==> src/rtl/mux8_pkg.sv <==
// Shared constants for the 8:1 mux scan controller: channel count, select width,
// FSM state encodings and the settle-counter width helper.
package mux8_pkg;

  localparam int NCH = 8;
  localparam int SW  = 3;

  typedef logic [1:0] state_t;

  localparam state_t S_IDLE = 2'd0;
  localparam state_t S_HOLD = 2'd1;
  localparam state_t S_FIN  = 2'd2;

  // Counter must hold SETTLE itself; a zero-width counter is not allowed.
  function automatic int cw_of(input int settle);
    int w;
    w = $clog2(settle + 1);
    return (w < 1) ? 1 : w;
  endfunction

endpackage

==> src/rtl/mux8_scan_ctrl_if.sv <==
// Bundle of host-side and mux-side signals of the scan controller; master is the
// controller's view, slave is the view of whoever drives start/abort and the mux model.
interface mux8_scan_ctrl_if;
  import mux8_pkg::*;

  logic           start;
  logic           abort;
  logic [NCH-1:0] chan_mask;
  logic           mux_y;
  logic           mux_e;
  logic [SW-1:0]  mux_s;
  logic           busy;
  logic           done;
  logic [NCH-1:0] sample_q;

  modport master (
    input  start, abort, chan_mask, mux_y,
    output mux_e, mux_s, busy, done, sample_q
  );

  modport slave (
    output start, abort, chan_mask, mux_y,
    input  mux_e, mux_s, busy, done, sample_q
  );

endinterface

==> src/rtl/mux8_next_chan.sv <==
// Combinational channel finder: lowest set mask bit above cur, or the lowest set
// bit overall when first is high.
module mux8_next_chan
  import mux8_pkg::*;
(
  input  logic [NCH-1:0] mask,
  input  logic [SW-1:0]  cur,
  input  logic           first,
  output logic [SW-1:0]  idx,
  output logic           found
);

  // Scanning downward lets the last hit be the lowest qualifying index.
  always_comb begin
    idx   = '0;
    found = 1'b0;
    for (int i = NCH - 1; i >= 0; i--) begin
      if (mask[i] && (first || (i > int'(cur)))) begin
        idx   = SW'(i);
        found = 1'b1;
      end
    end
  end

endmodule

==> src/rtl/mux8_scan_ctrl.sv <==
// Scan sequencer for a 74HC151-style 8:1 mux: steps the select over a latched channel
// mask, holds each channel SETTLE+1 cycles, samples Y on the last edge, and publishes a byte.
module mux8_scan_ctrl
  import mux8_pkg::*;
#(
  parameter int SETTLE = 2
) (
  input  logic               clk,
  input  logic               rst_n,
  mux8_scan_ctrl_if.master   bus
);

  localparam int CW = cw_of(SETTLE);

  state_t         r_state;
  state_t         w_state_next;
  logic [CW-1:0]  r_cnt;
  logic [NCH-1:0] r_mask;
  logic [NCH-1:0] r_data;
  logic [NCH-1:0] r_sample;
  logic [SW-1:0]  r_mux_s;

  logic [NCH-1:0] w_nc_mask;
  logic           w_first;
  logic [SW-1:0]  w_idx;
  logic           w_found;
  logic           w_cnt_zero;
  logic [NCH-1:0] w_data_cap;

  // In IDLE the finder looks at the incoming mask; during a scan, at the latched copy.
  assign w_first    = (r_state == S_IDLE);
  assign w_nc_mask  = w_first ? bus.chan_mask : r_mask;
  assign w_cnt_zero = (r_cnt == '0);
  assign w_data_cap = r_data | (NCH'(bus.mux_y) << r_mux_s);

  mux8_next_chan u_next_chan (
    .mask  (w_nc_mask),
    .cur   (r_mux_s),
    .first (w_first),
    .idx   (w_idx),
    .found (w_found)
  );

  always_ff @(posedge clk or negedge rst_n) begin
    if (!rst_n) begin
      r_state <= S_IDLE;
    end else begin
      r_state <= w_state_next;
    end
  end

  always_comb begin
    w_state_next = r_state;
    case (r_state)
      S_IDLE: begin
        if (bus.start) begin
          w_state_next = w_found ? S_HOLD : S_FIN;
        end
      end
      S_HOLD: begin
        if (bus.abort) begin
          w_state_next = S_IDLE;
        end else if (w_cnt_zero && !w_found) begin
          w_state_next = S_FIN;
        end
      end
      S_FIN:   w_state_next = S_IDLE;
      default: w_state_next = S_IDLE;
    endcase
  end

  always_comb begin
    bus.mux_e = 1'b1;
    bus.busy  = 1'b0;
    bus.done  = 1'b0;
    case (r_state)
      S_HOLD: begin
        bus.mux_e = 1'b0;
        bus.busy  = 1'b1;
      end
      S_FIN:   bus.done = 1'b1;
      default: ;
    endcase
  end

  // Datapath: select, settle counter, latched mask, working bits and the published byte.
  always_ff @(posedge clk or negedge rst_n) begin
    if (!rst_n) begin
      r_cnt    <= '0;
      r_mask   <= '0;
      r_data   <= '0;
      r_sample <= '0;
      r_mux_s  <= '0;
    end else begin
      case (r_state)
        S_IDLE: begin
          if (bus.start) begin
            r_mask <= bus.chan_mask;
            r_data <= '0;
            r_cnt  <= CW'(SETTLE);
            if (w_found) begin
              r_mux_s <= w_idx;
            end else begin
              r_sample <= '0;
            end
          end
        end
        S_HOLD: begin
          if (!bus.abort) begin
            if (!w_cnt_zero) begin
              r_cnt <= r_cnt - 1'b1;
            end else begin
              r_data <= w_data_cap;
              if (w_found) begin
                r_mux_s <= w_idx;
                r_cnt   <= CW'(SETTLE);
              end else begin
                r_sample <= w_data_cap;
              end
            end
          end
        end
        default: ;
      endcase
    end
  end

  assign bus.mux_s    = r_mux_s;
  assign bus.sample_q = r_sample;

endmodule
==> src/flat_wrapper.sv <==
// flat-port wrapper written by rule: the top's interface ports become plain ports
module mux8_scan_ctrl_flat import mux8_pkg::*;
#(
  parameter int SETTLE = 2
)
  (clk, rst_n, bus_start, bus_abort, bus_chan_mask, bus_mux_y, bus_mux_e, bus_mux_s, bus_busy, bus_done, bus_sample_q);
  mux8_scan_ctrl_if bus_i ();
  input  logic clk;
  input  logic rst_n;
  input wire logic [$bits(bus_i.start)-1:0] bus_start;
  input wire logic [$bits(bus_i.abort)-1:0] bus_abort;
  input wire logic [$bits(bus_i.chan_mask)-1:0] bus_chan_mask;
  input wire logic [$bits(bus_i.mux_y)-1:0] bus_mux_y;
  output wire logic [$bits(bus_i.mux_e)-1:0] bus_mux_e;
  output wire logic [$bits(bus_i.mux_s)-1:0] bus_mux_s;
  output wire logic [$bits(bus_i.busy)-1:0] bus_busy;
  output wire logic [$bits(bus_i.done)-1:0] bus_done;
  output wire logic [$bits(bus_i.sample_q)-1:0] bus_sample_q;
  assign bus_i.start = bus_start;
  assign bus_i.abort = bus_abort;
  assign bus_i.chan_mask = bus_chan_mask;
  assign bus_i.mux_y = bus_mux_y;
  assign bus_mux_e = bus_i.mux_e;
  assign bus_mux_s = bus_i.mux_s;
  assign bus_busy = bus_i.busy;
  assign bus_done = bus_i.done;
  assign bus_sample_q = bus_i.sample_q;
  mux8_scan_ctrl #(.SETTLE(SETTLE)) u_core (.clk(clk), .rst_n(rst_n), .bus(bus_i));
endmodule
==> config.mk <==
export PLATFORM = sky130hd
export DESIGN_NAME = mux8_scan_ctrl_flat
export DESIGN_NICKNAME = d
export VERILOG_FILES = /design/src/rtl/mux8_pkg.sv /design/src/rtl/mux8_scan_ctrl_if.sv /design/src/rtl/mux8_next_chan.sv /design/src/rtl/mux8_scan_ctrl.sv /design/src/flat_wrapper.sv
export SDC_FILE = /design/constraint.sdc
export NUM_CORES = 1
export LEC_CHECK = 0
export ABC_AREA = 0
export CAP_MARGIN = 20
export CORE_MARGIN = 2
export CORE_UTILIZATION = 55
export CTS_BUF_LIST = sky130_fd_sc_hd__clkbuf_4
export DETAILED_ROUTE_END_ITERATION = 10
export PLACE_DENSITY_LB_ADDON = 0.1
export SETUP_SLACK_MARGIN = 0.15
export SYNTH_ARGS = -nofsm -noshare
export SYNTH_HDL_FRONTEND = slang
export SYNTH_HIERARCHICAL = 1
export SYNTH_SLANG_ARGS = --single-unit
==> constraint.sdc <==
create_clock -name clk -period 2.9 [get_ports clk]
set_clock_uncertainty 0.15 [all_clocks]
set_input_delay 0.725 -clock clk [delete_from_list [all_inputs] [get_ports clk]]
set_output_delay 0.725 -clock clk [all_outputs]
set_load 0.05 [all_outputs]
# [Yosys cells after proc, flatten, opt, wreduce, memory -nomap -nowiden]
# Index checks and enable logic that the tools add are counted.
[word_totals] regBits=31 output_inout_bits=14
[classes] shifts=1 n_bitwise=1 n_addsub=1 n_lt_le_gt_ge=7 eq_ne=9 reduce_logical=25 muxes=45
[op_table] op="8-bit two-way mux" n=9
[op_table] op="3-bit two-way mux" n=12
[op_table] op="8-bit one-hot mux with 2 select lines" n=2
[op_table] op="2-bit two-way mux" n=8
[op_table] op="3-bit > comparator, first input constant" n=4
[op_table] op="1-bit two-way mux" n=11
[op_table] op="1-bit logical AND" n=9
[op_table] op="2-bit != test, second input constant" n=4
[op_table] op="8-bit OR" n=1
[op_table] op="2-bit one-hot mux with 2 select lines" n=2
[op_table] op="4-bit AND reduction" n=2
[op_table] op="1-bit by 3-bit << shifter with 8-bit output" n=1
[op_table] op="1-bit logical OR" n=7
[op_table] op="2-bit by 3-bit > comparator with 1-bit output, first input constant" n=2
[op_table] op="3-bit by 2-bit != test with 1-bit output, second input constant" n=2
[op_table] op="3-bit one-hot mux with 2 select lines" n=1
[op_table] op="6-bit AND reduction" n=1
[op_table] op="2-bit logical NOT" n=2
[op_table] op="2-bit AND reduction" n=2
[op_table] op="1-bit by 3-bit > comparator with 1-bit output, first input constant" n=1
[op_table] op="2-bit by 1-bit == test with 1-bit output, second input constant" n=1
[op_table] op="2-bit == test, second input constant" n=1
[op_table] op="2-bit by 1-bit != test with 1-bit output, second input constant" n=1
[op_table] op="2-bit nonzero test" n=1
[op_table] op="2 further kinds" n=2

# [Longest topological paths before layout]
# Gate-level depths: netlist of the first run.
[depth] ltp_word=16 mapped_depth=9 ltp_nobuf=9

# [Cells and area by module]
# The synthesis of the first run kept the hierarchy.
[by_module_without_submodules] mod="mux8_scan_ctrl" n_inst=1 seq_area_each_um2=775.7 cells_each=124 area_per_inst_um2=1386.3
[by_module_without_submodules] mod="mux8_next_chan" n_inst=1 seq_area_each_um2=0.0 cells_each=38 area_per_inst_um2=250.2

# [Worst setup path before layout of the first run]
# OpenSTA, ideal clock, no wires.
[synth_timing] path_kind="reg-to-reg" startpoint="register u_core.r_state[1]" endpoint="register u_core.r_cnt[0]" path_buffers=0 path_stages_with_launch=10 arrival_time_ps=2230 setup_ps=125 path_slack_ps=396 cell_sequence="dfrtp_1 > nor2_2 > mux2_2 > nor2b_1 > o22a_1 > nor2_1 > nand4_1 > inv_1 > a211o_1 > mux2_2"
[synth_between] elab_chain_cells=13 elab_cells_between_ends=32 cone_classes="4 x eq/ne; 10 x mux; 18 x reduce/logical"
[synth_lines] item="from (decl)" line_no="mux8_scan_ctrl.sv:15" rtl="state_t r_state;"
[synth_lines] item="from (signal assigned)" line_no="mux8_scan_ctrl.sv:48" rtl="r_state <= w_state_next;"
[synth_lines] item="2-bit logical NOT" line_no="mux8_scan_ctrl.sv:31" rtl="assign w_first = (r_state == S_IDLE);"
[synth_lines] item="via u_core.w_first" line_no="mux8_scan_ctrl.sv:24" rtl="logic w_first;"
[synth_lines] item="8-bit two-way mux" line_no="mux8_scan_ctrl.sv:32" rtl="assign w_nc_mask = w_first ? bus.chan_mask : r_mask;"
[synth_lines] item="via u_core.w_nc_mask[7]" line_no="mux8_scan_ctrl.sv:23" rtl="logic [NCH-1:0] w_nc_mask;"
[synth_lines] item="1-bit logical AND" line_no="mux8_next_chan.sv:18" rtl="if (mask[i] && (first || (i > int'(cur)))) begin"
[synth_lines] item="1-bit two-way mux (8 in series)" line_no="mux8_next_chan.sv:18"
[synth_lines] item="via u_core.w_found" line_no="mux8_scan_ctrl.sv:26" rtl="logic w_found;"
[synth_lines] item="3-bit by 2-bit != test with 1-bit output (no line)"
[synth_lines] item="4-bit AND reduction (no line)"
[synth_lines] item="to (signal assigned)" line_no="mux8_scan_ctrl.sv:100" rtl="r_cnt <= CW'(SETTLE);"
[synth_lines] item="to (signal assigned)" line_no="mux8_scan_ctrl.sv:111" rtl="r_cnt <= r_cnt - 1'b1;"
[synth_lines] item="to (signal assigned)" line_no="mux8_scan_ctrl.sv:116" rtl="r_cnt <= CW'(SETTLE);"
[synth_lines] item="to (decl)" line_no="mux8_scan_ctrl.sv:17" rtl="logic [CW-1:0] r_cnt;"
# The timed path passes the listed nets, and every way through them passes these cells.
# A chain may end at the register's enable or synchronous reset.

# [Worst setup path after layout of the first run]
[layout_timing] startpoint="register u_core.r_state[1]" endpoint="output port bus_done"
[layout_between] elab_chain_cells=2
[layout_lines] item="2-bit == test" line_no="mux8_scan_ctrl.sv:76" rtl="case (r_state)"
[layout_lines] item="1-bit two-way mux" line_no="mux8_scan_ctrl.sv:76"
[layout_lines] item="to (decl)" line_no="flat_wrapper.sv:17" rtl="output wire logic [$bits(bus_i.done)-1:0] bus_done;"
# No other way between the ends.

==> impl_metrics.csv, run 1 <==
group,metric,value,unit
layout,finish.utilization,0.735,
route,avgViaCountPerCell,6.03,
synth,syn_nets,177,
synth,ys_top_cells_by_area,"dfrtp_1 47%, mux2_2 8.3%, nand2_1 7.1%",
floorplan,num_rows,19,
floorplan,num_io_pins,27,
critical_path,worstPathMaxFanout,6,
cts,clock_path_buffers,2,
status,status,"complete, no violations",
critical_path,critPathLaunchType,"flop",
critical_path,slowest_stage,"clkdlybuf4s50_1",
min_path,min_path_cells,2,
critical_path,reg2reg_to,"u_core/r_cnt[0]$_DFFE_PN0P_",
sta,hold_viol,0,
synth,async_reset_ff_frac,1.00,
power,ir_drop,0.886,mV
sta,worst_slew_pin_slew,0.549,ns
global_routing,grt_max_degree,32,
min_path,hold_path_end,"u_core/r_mask[6]$_DFFE_PN0P_",
synth,synth_top_area_frac,0.474,
synth,synth_compound_gate_area_share,0.190,
global_routing,antenna_found_initial,0,
global_routing,grtUsageTotal,0.246,
critical_path,cp_num_buf_inv,1,
synth,synth-edff-count,0,
cts,clock_sinks,31,
min_path,min_path_type,"flop to flop",
cts,clkLatencyLatePin,0.33,ns
global_routing,grt_pass1_wl,6280,um
layout,areaGrowthSynthToFinish,24.9,%
synth,yosysTopAreaCell,"dfrtp_1",
critical_path,path_cells,"nor2b_1 -> clkdlybuf4s50_1",
route,firstDrtPassIters,4,
route,vias,1380,
synth,synth_cells,162,
route,wl,3770,um
route,drtAntennaViolNets,0,
power,power_density,881,nW/um2
synth,synth.top_cells.by_count,"31 x dfrtp_1, 31 x nand2_1, 12 x mux2_2",
synth,ys_warn_count,6,
critical_path,crit_arrival,1.77,ns
sta,period_share,0.913,
cts,cts_tree,"yes",
route,drc,0,
floorplan,die-area,3430,um2
synth,yosysSeqAreaShare,0.474,
global_routing,grt_pass1_vias,1337,
place,placedCellCount,221,
critical_path,path_class,"flop to primary output",
layout,drive_above_1_share,0.182,
place,gp_congestion,0.900,
sta,finalCriticalPeriod,2.65,ns
synth,synth-simple-area-share,0.188,
synth,synth_fa_ha_area_frac,0.0153,
route,routedWlPerCell,16.4,um
route,wl_met2,1710,um
power,p_leak,0.000960,uW
synth,synth.cell_area,1640,um2
synth,synth-main-ff-cell,"dfrtp_1",
route,drt-met1-wl,1740,um
synth,synth_area_per_cell,10.1,um2
synth,synth_top_family_by_area,"compound AO/OA/AOI/OAI gates",
layout,num_antenna_cells,0,
critical_path,r2r_slack,0.30,ns
sta,rsz0062_at_grt,"false",
floorplan,die_w,58.6,um
route,drtIter0Drc,88,
cts,cts-root-buf,"clkbuf_4",
sta,fmax,378,MHz
layout,stdcell_count,229,
sta,slew_viol_final,0,
sta,timing.setup.tns,0,ns
floorplan,dieHeight,58.6,um
synth,ys_types,39,
floorplan,core_area,2780,um2
layout,final_nets,212,
route,met3RoutedLength,247,um
sta,finalSetupViolations,0,
cts,clk_pin_slew,0.09,ns
global_routing,grt_overflow,0,
run,maxCapViolCount,0,
critical_path,rr_worst_depth,9,
cts,htree_levels,2,
route,maxUsedRoutingLayer,"met4",
synth,ys_ff_latch,31,
synth,synth_xor_area_frac,0,
cts,numCtsBuffers,5,
critical_path,rr_startpoint,"u_core/r_state[1]$_DFFE_PN0P_",
sta,relSlewSlack,0.633,
place,dp_hpwl,2660,um
critical_path,crit_family,"buffers and inverters",
floorplan,initial_core_util,0.588,
critical_path,critPathMaxStageDelay,0.81,ns
sta,hold-worst-slack,0.330,ns
synth,synthMuxAreaShare,0.0948,
place,io_buffers,26,
min_path,hold_path_startpoint,"u_core/r_mask[6]$_DFFE_PN0P_",
critical_path,cp-end-kind,"primary output",
critical_path,required,2.03,ns
## cells by family after synthesis
group                    count (synthesis)
AO/OA/AOI/OAI                           42
adder cells (fa/ha/maj)                  2
AND/OR/NAND/NOR                         60
multiplexers                            14
flip-flops                              31
buffers and inverters                   13
## state kept, by name, summed over array words and instances, names as in the netlist
register,flops
u_core/bus.sample_q,8
u_core/r_data,8
u_core/r_mask,8
u_core/bus.mux_s,3
u_core/r_cnt,2
u_core/r_state,2
## tightest hold or removal path, stage by stage, from the launching register on
cell	delay, ns
dfrtp_1	0.35
nand2_1	0.05
nand2_1	0.06
## placed cells by master (no fill, tap or decap), types with 2 or more instances in the layout
cell type        count
nor2_1               5
a22o_1               3
inv_1                5
a32o_1               4
nand2b_1             2
dfrtp_1             31
o22a_1               3
nand2_1             31
dlymetal6s2s_1       2
nand4_1              2
clkbuf_4             7
mux2_2              12
a31oi_1              4
buf_4               10
nor2b_1              8
nor3b_1              2
o21ai_0              5
o21ai_1              2
ha_1                 2
o2bb2ai_1            8
mux2i_1              2
and2b_1              2
a21oi_1              5
clkdlybuf4s50_1     24
## worst max-delay path by stage
stage | startpoint | end | slack, ns | depth (start not counted)
global placement | bus_chan_mask[7] | u_core/bus.sample_q[7]$_DFFE_PN0P_ | 0.05 | 9
detailed placement | bus_chan_mask[3] | u_core/bus.sample_q[3]$_DFFE_PN0P_ | -0.06 | 9
finish | u_core/r_state[1]$_DFFE_PN0P_ | bus_done | 0.25 | 2
floorplan | u_core/r_state[1]$_DFFE_PN0P_ | u_core/r_cnt[0]$_DFFE_PN0P_ | 0.40 | 9
global route | u_core/r_state[1]$_DFFE_PN0P_ | bus_done | 0.17 | 2
CTS | u_core/r_state[1]$_DFFE_PN0P_ | bus_mux_e | 0.16 | 3
## through the flow
stage                     setup slack, ns  total power (uW)  cell area [um2]
after floorplan                     0.396              1250             1640
after global placement             0.0457              1490             1970
after detailed placement          -0.0560              1530             1970
after CTS                           0.158              1790             2020
after global routing                0.167              1920             2040
final                               0.253              1800             2040
## layer usage
metal  global-route usage  vias to the layer above
met3               0.0747                       12
li1                     -                      652
met4               0.0764                        0
met2                0.385                       57
met1                0.330                      659
met5                    0                        -
## report_power, final
group / internal (uW) / switching (uW) / total (uW) / leakage, uW
logic: 404 / 552 / 956 / 0.000515
clock network: 113 / 144 / 257 / 0.0000361
registers: 528 / 59.1 / 587 / 0.000409
## cell type report
type                            instances  area [um2]
Inverter                                5        18.8
Timing Repair Buffer                   36         340
Clock inverter                          1        5.00
Fill cell                             233         737
Clock buffer                            7        52.6
Sequential cell                        31         776
Tap cell                               31        38.8
Multi-Input combinational cell        118         813
## repair_timing
action | 4_1_cts | 5_1_grt
buffers inserted | 0 | 0
hold buffers | 0 | 0
setup endpoints to repair | 0 | 15
gates resized for setup | 0 | 5
(Power assumes the default switching activity.)
==> run 2, diff against run 1 <==
--- a/config.mk
+++ b/config.mk
@@ -11,6 +11,7 @@
 export CORE_UTILIZATION = 55
 export CTS_BUF_LIST = sky130_fd_sc_hd__clkbuf_4
 export DETAILED_ROUTE_END_ITERATION = 10
+export HOLD_SLACK_MARGIN = 0.06
 export PLACE_DENSITY_LB_ADDON = 0.1
 export SETUP_SLACK_MARGIN = 0.15
 export SYNTH_ARGS = -nofsm -noshare
==> results of run 2 <==
Final layout, timing and power as in run 1 (identical DEF).
